## src/rtl/slow_access_timer.sv

```systemverilog
// Slow-mode request timer: enters slow mode on an enabled slow-device access and
// holds it for SlowTimeout ticks after the access ends.
module slow_access_timer #(
  parameter int unsigned CNT_W = 4
) (
  input  logic             CLK,
  input  logic             nPOR,
  input  logic             BACT,
  input  logic             IACKCS,
  input  logic             VIACS,
  input  logic             IWMCS,
  input  logic             SCCCS,
  input  logic             SCSICS,
  input  logic             SndCS,
  input  logic             SlowIACK,
  input  logic             SlowVIA,
  input  logic             SlowIWM,
  input  logic             SlowSCC,
  input  logic             SlowSCSI,
  input  logic             SlowSnd,
  input  logic             SlowClockGate,
  input  logic [CNT_W-1:0] SlowTimeout,
  input  logic             TimeoutTick,
  output logic             SlowReq,
  output logic             ClockGate,
  output logic             SlowExpire
);

  typedef enum logic [1:0] {
    IDLE   = 2'd0,
    ACCESS = 2'd1,
    HOLD   = 2'd2
  } state_e;

  state_e           state_q, state_d;
  logic [CNT_W-1:0] cnt_q, cnt_d;
  logic             slow_req_q, slow_req_d;
  logic             clock_gate_q, clock_gate_d;
  logic             slow_expire_q, slow_expire_d;
  logic             qual_c;

  assign qual_c = (IACKCS & SlowIACK) | (VIACS  & SlowVIA)  | (IWMCS & SlowIWM) |
                  (SCCCS  & SlowSCC)  | (SCSICS & SlowSCSI) | (SndCS & SlowSnd);

  always_ff @(posedge CLK or negedge nPOR) begin
    if (!nPOR) begin
      state_q       <= IDLE;
      cnt_q         <= '0;
      slow_req_q    <= 1'b0;
      clock_gate_q  <= 1'b0;
      slow_expire_q <= 1'b0;
    end else begin
      state_q       <= state_d;
      cnt_q         <= cnt_d;
      slow_req_q    <= slow_req_d;
      clock_gate_q  <= clock_gate_d;
      slow_expire_q <= slow_expire_d;
    end
  end

  // Next-state and output decision; a new slow access in HOLD beats a same-cycle tick.
  always_comb begin
    state_d       = state_q;
    cnt_d         = cnt_q;
    slow_expire_d = 1'b0;

    unique case (state_q)
      IDLE: begin
        if (BACT && qual_c) begin
          state_d = ACCESS;
        end
      end
      ACCESS: begin
        if (!BACT) begin
          if (SlowTimeout == '0) begin
            state_d = IDLE;
          end else begin
            cnt_d   = SlowTimeout;
            state_d = HOLD;
          end
        end
      end
      HOLD: begin
        if (BACT && qual_c) begin
          state_d = ACCESS;
        end else if (TimeoutTick) begin
          if (cnt_q > CNT_W'(1)) begin
            cnt_d = cnt_q - CNT_W'(1);
          end else begin
            cnt_d         = '0;
            state_d       = IDLE;
            slow_expire_d = 1'b1;
          end
        end
      end
      default: begin
        state_d = IDLE;
        cnt_d   = '0;
      end
    endcase

    slow_req_d   = (state_d != IDLE);
    clock_gate_d = slow_req_d & SlowClockGate;
  end

  assign SlowReq    = slow_req_q;
  assign ClockGate  = clock_gate_q;
  assign SlowExpire = slow_expire_q;

endmodule

```

## config.mk

```make
export PLATFORM = sky130hd
export DESIGN_NAME = slow_access_timer
export DESIGN_NICKNAME = d
export VERILOG_FILES = /design/src/rtl/slow_access_timer.sv
export SDC_FILE = /design/constraint.sdc
export NUM_CORES = 1
export LEC_CHECK = 0
export ABC_AREA = 1
export CAP_MARGIN = 20
export CORE_MARGIN = 8
export CORE_UTILIZATION = 35
export DETAILED_ROUTE_END_ITERATION = 10
export PLACE_DENSITY = 0.65
export SLEW_MARGIN = 10
export SYNTH_ARGS = -nofsm -noshare
export SYNTH_HDL_FRONTEND = slang
export SYNTH_SLANG_ARGS = --single-unit
```

## constraint.sdc

```tcl
create_clock -name CLK -period 1.75 [get_ports CLK]
set_input_delay 0.175 -clock CLK [delete_from_list [all_inputs] [get_ports CLK]]
set_output_delay 0.175 -clock CLK [all_outputs]
set_load 0.01 [all_outputs]
```

==> PnR_summary.wiki, run 1 <==
{| class="wikitable"
! Metric !! Value
|-
| Worst reg2reg path depth || 11
|-
| Count of input and output buffers || 23
|-
| Commonest register cell after synthesis || sky130_fd_sc_hd__dfrtp_1
|-
| Fraction of the mapped netlist area in simple logic gates || a little under a third
|-
| Final worst-path cycle share || 90.9%
|-
| Clock tree from TritonCTS || yes
|-
| Fraction of synthesized area in multiplexers || 0%
|-
| Number of flops mapped to enable cells by yosys || 0
|-
| Leakage power figure || between 0.4 and 0.5 nW
|-
| Die extent in x || ~60 um
|-
| Avg Vias per Cell || 4.37
|-
| HPWL reported at the end of detailed placement || 1.32 mm
|-
| Cell taking the most area after synthesis || sky130_fd_sc_hd__dfrtp_1
|-
| Worst reg2reg path startpoint || state_q[1]
|-
| Final Core Density || a little over half
|-
| Clock buffer depth || 2
|-
| Transition time at the pin with the least slew margin || between 0.3 and 0.4 ns
|-
| # clock sinks || 9
|-
| Worst stage delay on the critical path || 0.42 ns
|-
| Setup Viol. Count Final || 0
|-
| Antenna violations before repair || 0
|-
| Starting density of the core || approximately 38%
|-
| Warning count from the yosys run || 0
|-
| Design Area, Final || 960 um^2
|-
| Pin count of the biggest net entering global routing || 10
|-
| Relative max-transition margin || 74.7%
|-
| Total length of routed wires || around 1.5 mm
|-
| MaxCap Viol Count || 0
|-
| Gate count after technology mapping || 95
|-
| Clock root buffer || sky130_fd_sc_hd__clkbuf_4
|-
| Highest Clock Rate || 629 MHz
|-
| Critical path fanouts, max || 4
|-
| Most used standard cell by instance count after synthesis || sky130_fd_sc_hd__nand2_1
|-
| Crit end category || flip-flop
|-
| Vias in the first global route || 670
|-
| Async set or reset register ratio after synthesis || 100%
|-
| Maximum resistive drop on vdd || 0.627 mV
|-
| CP startpoint kind || flip-flop
|-
| Post-route setup TNS || 0 ns
|-
| P per Cell Area || about 1300 nW/um^2
|-
| Number of buffer and inverter stages on the critical path || 4
|-
| Grt ovf || 0
|-
| Die height || slightly below 60 um
|-
| Worst-skew pair later-pin latency || approximately 0.25 ns
|-
| Fraction of synthesized cell area taken by the top area cell type || 34.0%
|-
| NumNets Final || between 150 and 200
|-
| Sequential fraction of the synthesis area || 34.0%
|-
| Critical path startpoint || state_q[1]
|-
| RSZ-0062 raised after global routing || no
|-
| Critical path class || reg2reg
|-
| Result of the run || finished, final reports clean
|-
| Critical Path, Cell by Cell || inv_1, ha_1, inv_1, nor2_1, nor2_1, nand2_1, inv_2, nand2_2, inv_2, nand2_1, o21ai_1
|-
| Data arrival, critical path || between 1.5 and 2 ns
|-
| Tightest Hold Check Type || in2async
|-
| DRC violation count after routing || 0
|-
| Combinational family with the most area after synthesis || simple AND/OR/NAND/NOR gates
|-
| Reg2reg end || cnt_q[0]
|-
| Count of antenna diodes in the layout || 0
|-
| Proportion of layout cells with a drive suffix above 1 || ~12%
|-
| Final weighted congestion of routability-driven global placement || 0.910
|-
| Post-synthesis register bit count || 9
|-
| Total nets after synthesis || ~120
|-
| Number of distinct library cell variants in the gate-level netlist after synthesis || 18
|-
| CTS hold repair buffers || 0
|-
| Count of pins over their slew limit || 0
|-
| Register-to-register setup slack || between 0.15 and 0.2 ns
|-
| Final hold vios || 0
|-
| I/O pins || 24
|-
| Number of violations reported at the end of detailed-routing iteration 0 || 5
|-
| Top post-synthesis cells by count || 29 x sky130_fd_sc_hd__nand2_1, 17 x sky130_fd_sc_hd__inv_1, 9 x sky130_fd_sc_hd__dfrtp_1
|-
| Post-synthesis instance area || 662 um^2
|-
| CTS clock-pin slew for the worst setup and hold paths || 0.06 ns
|-
| Minimum clock period || 1.59 ns
|-
| H-tree depth || 1
|-
| Total number of vias || roughly 650
|-
| Compound-cell area share of the yosys netlist || a little under a tenth
|-
| Cell types with the largest area share after synthesis || sky130_fd_sc_hd__dfrtp_1 34%, sky130_fd_sc_hd__nand2_1 16%, sky130_fd_sc_hd__ha_1 11%
|-
| Core outline area || 1750 um^2
|-
| Post-route ant nets || 0
|-
| Placement Rows || 15
|-
| Setup Skew || 0.00250 ns
|-
| Overall fraction of global-route tracks in use || 9.62%
|-
| Post-synthesis adder-cell area fraction || 11.3%
|-
| Global-route wire length before repair || 2.64 mm
|-
| Area delta synth->final || 45.0%
|-
| Mean area per synthesized cell || 6.97 um^2
|-
| Die Area || 3540 um^2
|-
| Per-cell routed wire length || 10.5 um
|-
| Standard cell with the maximum stage delay on the critical path || sky130_fd_sc_hd__dfrtp_1
|-
| CTS buffer count || 3
|-
| Area share of xor/xnor cells in the synthesized design || 2.65%
|-
| DRT Pass-1 Iters || 4
|-
| Data required time at the worst endpoint || around 1.9 ns
|-
| Family with the most delay on the worst path || flip-flops
|-
| Post-DP Area || 923 um^2
|}
[worst max path at each step]
stage / end / depth (start not counted)
after floorplan: cnt_q[1] / 11
after global placement: cnt_q[1] / 11
after detailed placement: cnt_q[1] / 11
after CTS: cnt_q[0] / 11
after global routing: cnt_q[0] / 11
final: cnt_q[0] / 11
[through the flow]
stage               power [W]  setup WS (ns)  hold slack (ns)  std cells
global route          0.00140        0.00145            0.227        148
finish                0.00125          0.159            0.207        148
detailed placement    0.00108          0.195            0.495        143
floorplan            0.000871          0.371           -0.121         95
CTS                   0.00125          0.179            0.217        147
global placement      0.00109          0.208            0.493        143
[final cells by class]
cell class	count	area, um^2
Fill cell	169	786
Multi-Input combinational cell	67	368
Timing Repair Buffer	24	238
Sequential cell	9	225
Inverter	19	71.3
Tap cell	25	31.3
Clock buffer	4	26.3
[state kept, by name, indices dropped and copies added, names as in the netlist]
| name | cells |
|---|---|
| cnt_q | 4 |
| state_q | 2 |
| ClockGate | 1 |
| SlowExpire | 1 |
| SlowReq | 1 |
[cell usage in the layout (no fill, tap or decap), drive strengths merged]
master and n:
dfrtp 9, clkdlybuf4s50 23, clkbuf 4, nand4 1, o21ai 5, xnor2 2, o22ai 2, inv 19
nand3 6, buf 1, a21oi 4, nor3 1, nor2 6, ha 6, nand2 34
[cells by family (layout without fill, tap and decap cells)]
logic type	Yosys count	after routing
compound gates	11	11
fa+ha+maj	6	6
simple gates	48	48
flops	9	9
xor+xnor	2	2
buf+inv	19	47
[timing repair]
| item | 4_1_cts | 5_1_grt |
|---|---|---|
| endpoints found under the setup margin | 0 | 3 |
| gates resized for setup | 0 | 1 |
| setup buffers | 0 | 1 |
[routing by layer]
metal | GRT usage (%) | vias up | wire length, um
li1 | - | 348 | -
met1 | 11.5 | 287 | 704
met2 | 14.9 | 10 | 748
met3 | 2.17 | 2 | 82
met4 | 6.14 | 0 | 12
met5 | 0 | - | 0
[where the power goes]
part / internal (W) / switching, W / leakage [nW]
registers: 0.000292 / 0.0000685 / 0.118
logic: 0.000332 / 0.000403 / 0.361
clock network: 0.0000873 / 0.0000634 / 0.0150
Note: power is estimated with default switching activity, not from simulation.
==> run 2: changes to the inputs <==
--- a/config.mk
+++ b/config.mk
@@ -5,12 +5,12 @@
 export SDC_FILE = /design/constraint.sdc
 export NUM_CORES = 1
 export LEC_CHECK = 0
-export ABC_AREA = 1
+export ABC_AREA = 0
 export CAP_MARGIN = 20
 export CORE_MARGIN = 8
 export CORE_UTILIZATION = 35
 export DETAILED_ROUTE_END_ITERATION = 10
-export PLACE_DENSITY = 0.65
+export PLACE_DENSITY = 0.66
 export SLEW_MARGIN = 10
 export SYNTH_ARGS = -nofsm -noshare
 export SYNTH_HDL_FRONTEND = slang
==> run 2 against run 1 <==
  * Clock power grew 5%
  * Maximum frequency down 4.2%
  * Combinational power rose by 13%
  * First-iteration DRC count up 80%
  * Final cell count fell by 10%
  * Clock skew shrank 0.0013 ns
==> PnR_summary.wiki, run 2 <==
{| class="wikitable"
! Metric !! Value
|-
| Worst-skew pair later-pin latency || 0.26 ns (was 0.25 ns)
|-
| Warning count from the yosys run || 0 (unchanged)
|-
| Gate count after technology mapping || 75 (was 95)
|-
| Pin count of the biggest net entering global routing || 10 (unchanged)
|-
| Die extent in x || 59.0 um (was 59.5 um)
|-
| CP startpoint kind || flip-flop (unchanged)
|-
| Avg Vias per Cell || 5.03 (was 4.37)
|-
| Number of distinct library cell variants in the gate-level netlist after synthesis || 26 (was 18)
|-
| Data required time at the worst endpoint || 1.89 ns (was 1.88 ns)
|-
| Vias in the first global route || 666 (was 670)
|-
| DRT Pass-1 Iters || 4 (unchanged)
|-
| Per-cell routed wire length || 12.4 um (was 10.5 um)
|-
| Cell types with the largest area share after synthesis || sky130_fd_sc_hd__dfrtp_1 35%, sky130_fd_sc_hd__ha_1 12%, sky130_fd_sc_hd__nand2_1 7.6% (was sky130_fd_sc_hd__dfrtp_1 34%, sky130_fd_sc_hd__nand2_1 16%, sky130_fd_sc_hd__ha_1 11%)
|-
| HPWL reported at the end of detailed placement || 1.36 mm (was 1.32 mm)
|-
| Number of flops mapped to enable cells by yosys || 0 (unchanged)
|-
| Tightest Hold Check Type || in2async (unchanged)
|-
| Count of antenna diodes in the layout || 0 (unchanged)
|-
| Antenna violations before repair || 0 (unchanged)
|-
| I/O pins || 24 (unchanged)
|-
| Commonest register cell after synthesis || sky130_fd_sc_hd__dfrtp_1 (unchanged)
|-
| Critical path class || reg2reg (unchanged)
|-
| Minimum clock period || 1.66 ns (was 1.59 ns)
|-
| Total number of vias || 669 (was 647)
|-
| Overall fraction of global-route tracks in use || 10.5% (was 9.62%)
|-
| Async set or reset register ratio after synthesis || 100% (unchanged)
|-
| Clock root buffer || sky130_fd_sc_hd__clkbuf_4 (unchanged)
|-
| Highest Clock Rate || 602 MHz (was 629 MHz)
|-
| Final weighted congestion of routability-driven global placement || 0.882 (was 0.910)
|-
| Top post-synthesis cells by count || 13 x sky130_fd_sc_hd__nand2_1, 9 x sky130_fd_sc_hd__dfrtp_1, 6 x sky130_fd_sc_hd__a21oi_1, 6 x sky130_fd_sc_hd__ha_1, 6 x sky130_fd_sc_hd__inv_1 (was 29 x sky130_fd_sc_hd__nand2_1, 17 x sky130_fd_sc_hd__inv_1, 9 x sky130_fd_sc_hd__dfrtp_1)
|-
| GR met3 Demand/Resource || 3.91% (was 2.17%)
|-
| P per Cell Area || 1390 nW/um^2 (was 1300 nW/um^2)
|-
| Worst hold margin || 0.216 ns (was 0.207 ns)
|-
| Power consumption || 0.00137 W (was 0.00125 W)
|-
| Data arrival, critical path || 1.80 ns (was 1.72 ns)
|-
| # clock sinks || 9 (unchanged)
|-
| Grt ovf || 0 (unchanged)
|-
| Relative max-transition margin || 72.2% (was 74.7%)
|-
| Commonest non-fill, non-tap cell in the layout || sky130_fd_sc_hd__clkdlybuf4s50_1 (was sky130_fd_sc_hd__nand2_1)
|-
| Die Area || 3480 um^2 (was 3540 um^2)
|-
| Global-route wire length before repair || 2.77 mm (was 2.64 mm)
|-
| Leakage power figure || 0.417 nW (was 0.494 nW)
|-
| Area delta synth->final || 52.3% (was 45.0%)
|-
| Post-synthesis register bit count || 9 (unchanged)
|-
| Design Area, Final || 983 um^2 (was 960 um^2)
|-
| Clock tree from TritonCTS || yes (unchanged)
|-
| Placement Rows || 15 (unchanged)
|-
| CTS hold repair buffers || 0 (unchanged)
|-
| Total length of routed wires || 1.65 mm (was 1.55 mm)
|-
| Cell taking the most area after synthesis || sky130_fd_sc_hd__dfrtp_1 (unchanged)
|-
| Count of input and output buffers || 23 (unchanged)
|-
| Count of pins over their slew limit || 0 (unchanged)
|-
| Global routing usage on met2 || 15.9% (was 14.9%)
|-
| Proportion of layout cells with a drive suffix above 1 || 14.8% (was 12.2%)
|-
| Maximum resistive drop on vdd || 0.510 mV (was 0.627 mV)
|-
| Largest register by flop count || cnt_q (unchanged)
|-
| Final hold vios || 0 (unchanged)
|-
| Total of fill cells in the finished design || 166 (was 169)
|-
| Crit end category || flip-flop (unchanged)
|-
| DRC violation count after routing || 0 (unchanged)
|-
| Result of the run || finished, final reports clean (unchanged)
|-
| Mean area per synthesized cell || 8.61 um^2 (was 6.97 um^2)
|-
| GR peak layer || met2 (unchanged)
|-
| H-tree depth || 1 (unchanged)
|-
| CTS clock-pin slew for the worst setup and hold paths || 0.06 ns (about the same)
|-
| Met1 routing resource usage after global routing || 11.6% (was 11.5%)
|-
| Transition time at the pin with the least slew margin || 0.415 ns (was 0.378 ns)
|-
| Clock buffer depth || 2 (unchanged)
|-
| Post-synthesis instance area || 646 um^2 (was 662 um^2)
|-
| Post-route ant nets || 0 (unchanged)
|-
| Most used standard cell by instance count after synthesis || sky130_fd_sc_hd__nand2_1 (unchanged)
|-
| Sequential fraction of the synthesis area || 34.9% (was 34.0%)
|-
| Setup Skew || 0.00124 ns (was 0.00250 ns)
|-
| Core outline area || 1730 um^2 (was 1750 um^2)
|-
| Total nets after synthesis || 102 (was 122)
|-
| Post-DP Area || 937 um^2 (was 923 um^2)
|-
| Most used cells in the layout excluding fill and tap cells || 23 x sky130_fd_sc_hd__clkdlybuf4s50_1, 13 x sky130_fd_sc_hd__nand2_1, 9 x sky130_fd_sc_hd__dfrtp_1 (was 29 x sky130_fd_sc_hd__nand2_1, 23 x sky130_fd_sc_hd__clkdlybuf4s50_1, 17 x sky130_fd_sc_hd__inv_1)
|-
| Starting density of the core || 37.4% (was 37.9%)
|-
| MaxCap Viol Count || 0 (unchanged)
|-
| Fraction of synthesized cell area taken by the top area cell type || 34.9% (was 34.0%)
|-
| Max reg flops || 4 (unchanged)
|-
| Number of violations reported at the end of detailed-routing iteration 0 || 9 (was 5)
|-
| Largest registers || cnt_q (4), state_q (2) (unchanged)
|-
| NumNets Final || 136 (was 151)
|-
| CTS buffer count || 3 (unchanged)
|-
| Final worst-path cycle share || 94.9% (was 90.9%)
|-
| Setup Viol. Count Final || 0 (unchanged)
|-
| Critical path fanouts, max || 6 (was 4)
|-
| Die height || 59.0 um (was 59.5 um)
|}
run 2: changes by cell type after synthesis, moves of 2 or more:
cell                       change
sky130_fd_sc_hd__a21oi_1       +3
sky130_fd_sc_hd__nand2_2       -5
sky130_fd_sc_hd__nor2_1        -2
sky130_fd_sc_hd__o21ai_0       +2
sky130_fd_sc_hd__nand2b_1      +3
sky130_fd_sc_hd__inv_2         -2
sky130_fd_sc_hd__inv_1        -11
sky130_fd_sc_hd__nand3_1       -4
sky130_fd_sc_hd__nand2_1      -16
sky130_fd_sc_hd__a22oi_2       +3
sky130_fd_sc_hd__o22ai_1       -2
sky130_fd_sc_hd__o21ai_1       +2
run 2: what timing repair did:
item | 4_1_cts | 5_1_grt
endpoints found under the setup margin | 0 | 5
resized for setup | 0 | 1
setup buffers | 0 | 2
run 2: report_power, final:
group	switching [W]	internal, W	total (W)
clock network	0.0000710	0.0000878	0.000159
logic	0.000421	0.000409	0.000830
registers	0.0000845	0.000298	0.000383
run 2: cell families after synthesis:
| family | Yosys count | share of synthesized area [%] |
|---|---|---|
| multiplexers | 1 | 1.55 |
| AO/OA/AOI/OAI | 25 | 27.1 |
| buffers and inverters | 6 | 3.49 |
| flip-flops | 9 | 34.9 |
| AND/OR/NAND/NOR | 27 | 20.0 |
| XOR/XNOR | 1 | 1.36 |
| adder cells (fa/ha/maj) | 6 | 11.6 |
run 2: path summary, 6_finish.rpt:
path                                from    endpoint  slack (ns)  cells past startpoint
min in group CLK           SlowClockGate   ClockGate        0.46                      3
setup / recovery              state_q[0]    cnt_q[3]        0.09                      7
setup reg to reg              state_q[0]    cnt_q[3]        0.09                      7
hold / removal                      nPOR    cnt_q[0]        0.22                      1
max in group asynchronous           nPOR  state_q[0]        1.24                      1
hold reg to reg                 cnt_q[1]    cnt_q[1]        0.54                      2
run 2: layout make-up:
cell class | count | area [um^2] | area share [%]
Sequential cell | 9 | 225 | 22.9
Multi-Input combinational cell | 60 | 403 | 41.0
Clock buffer | 4 | 26.3 | 2.67
Timing Repair Buffer | 29 | 275 | 28.0
Tap cell | 25 | 31.3 | 3.18
Inverter | 6 | 22.5 | 2.29
run 2: metrics by stage:
step,setup slack [ns],setup TNS (ns),utilization [%],std cells
global route,-0.0169,-0.0189,57.0,133
global placement,-0.0339,-0.0339,54.3,127
detailed placement,-0.0617,-0.0617,54.3,127
CTS,0.0234,0,55.8,131
floorplan,0.0954,0,-,75
finish,0.0896,0,57.0,133
run 2: worst max-delay path, stage by stage (launching register included):
cell and delay [ns]:
sky130_fd_sc_hd__dfrtp_1 0.37, sky130_fd_sc_hd__inv_1 0.08, sky130_fd_sc_hd__ha_1 0.21, sky130_fd_sc_hd__and2b_2 0.20, sky130_fd_sc_hd__a2111o_1 0.38, sky130_fd_sc_hd__buf_4 0.17
sky130_fd_sc_hd__nand2_1 0.06, sky130_fd_sc_hd__o21ai_1 0.06
run 2: per-layer routing:
metal / wire length, um / share of wire [%] / vias up
met2: 731 / 44 / 30
met1: 700 / 43 / 305
met4: 55 / 3.3 / 0
met3: 160 / 9.7 / 4
met5: 0 / 0 / -
li1: - / - / 330
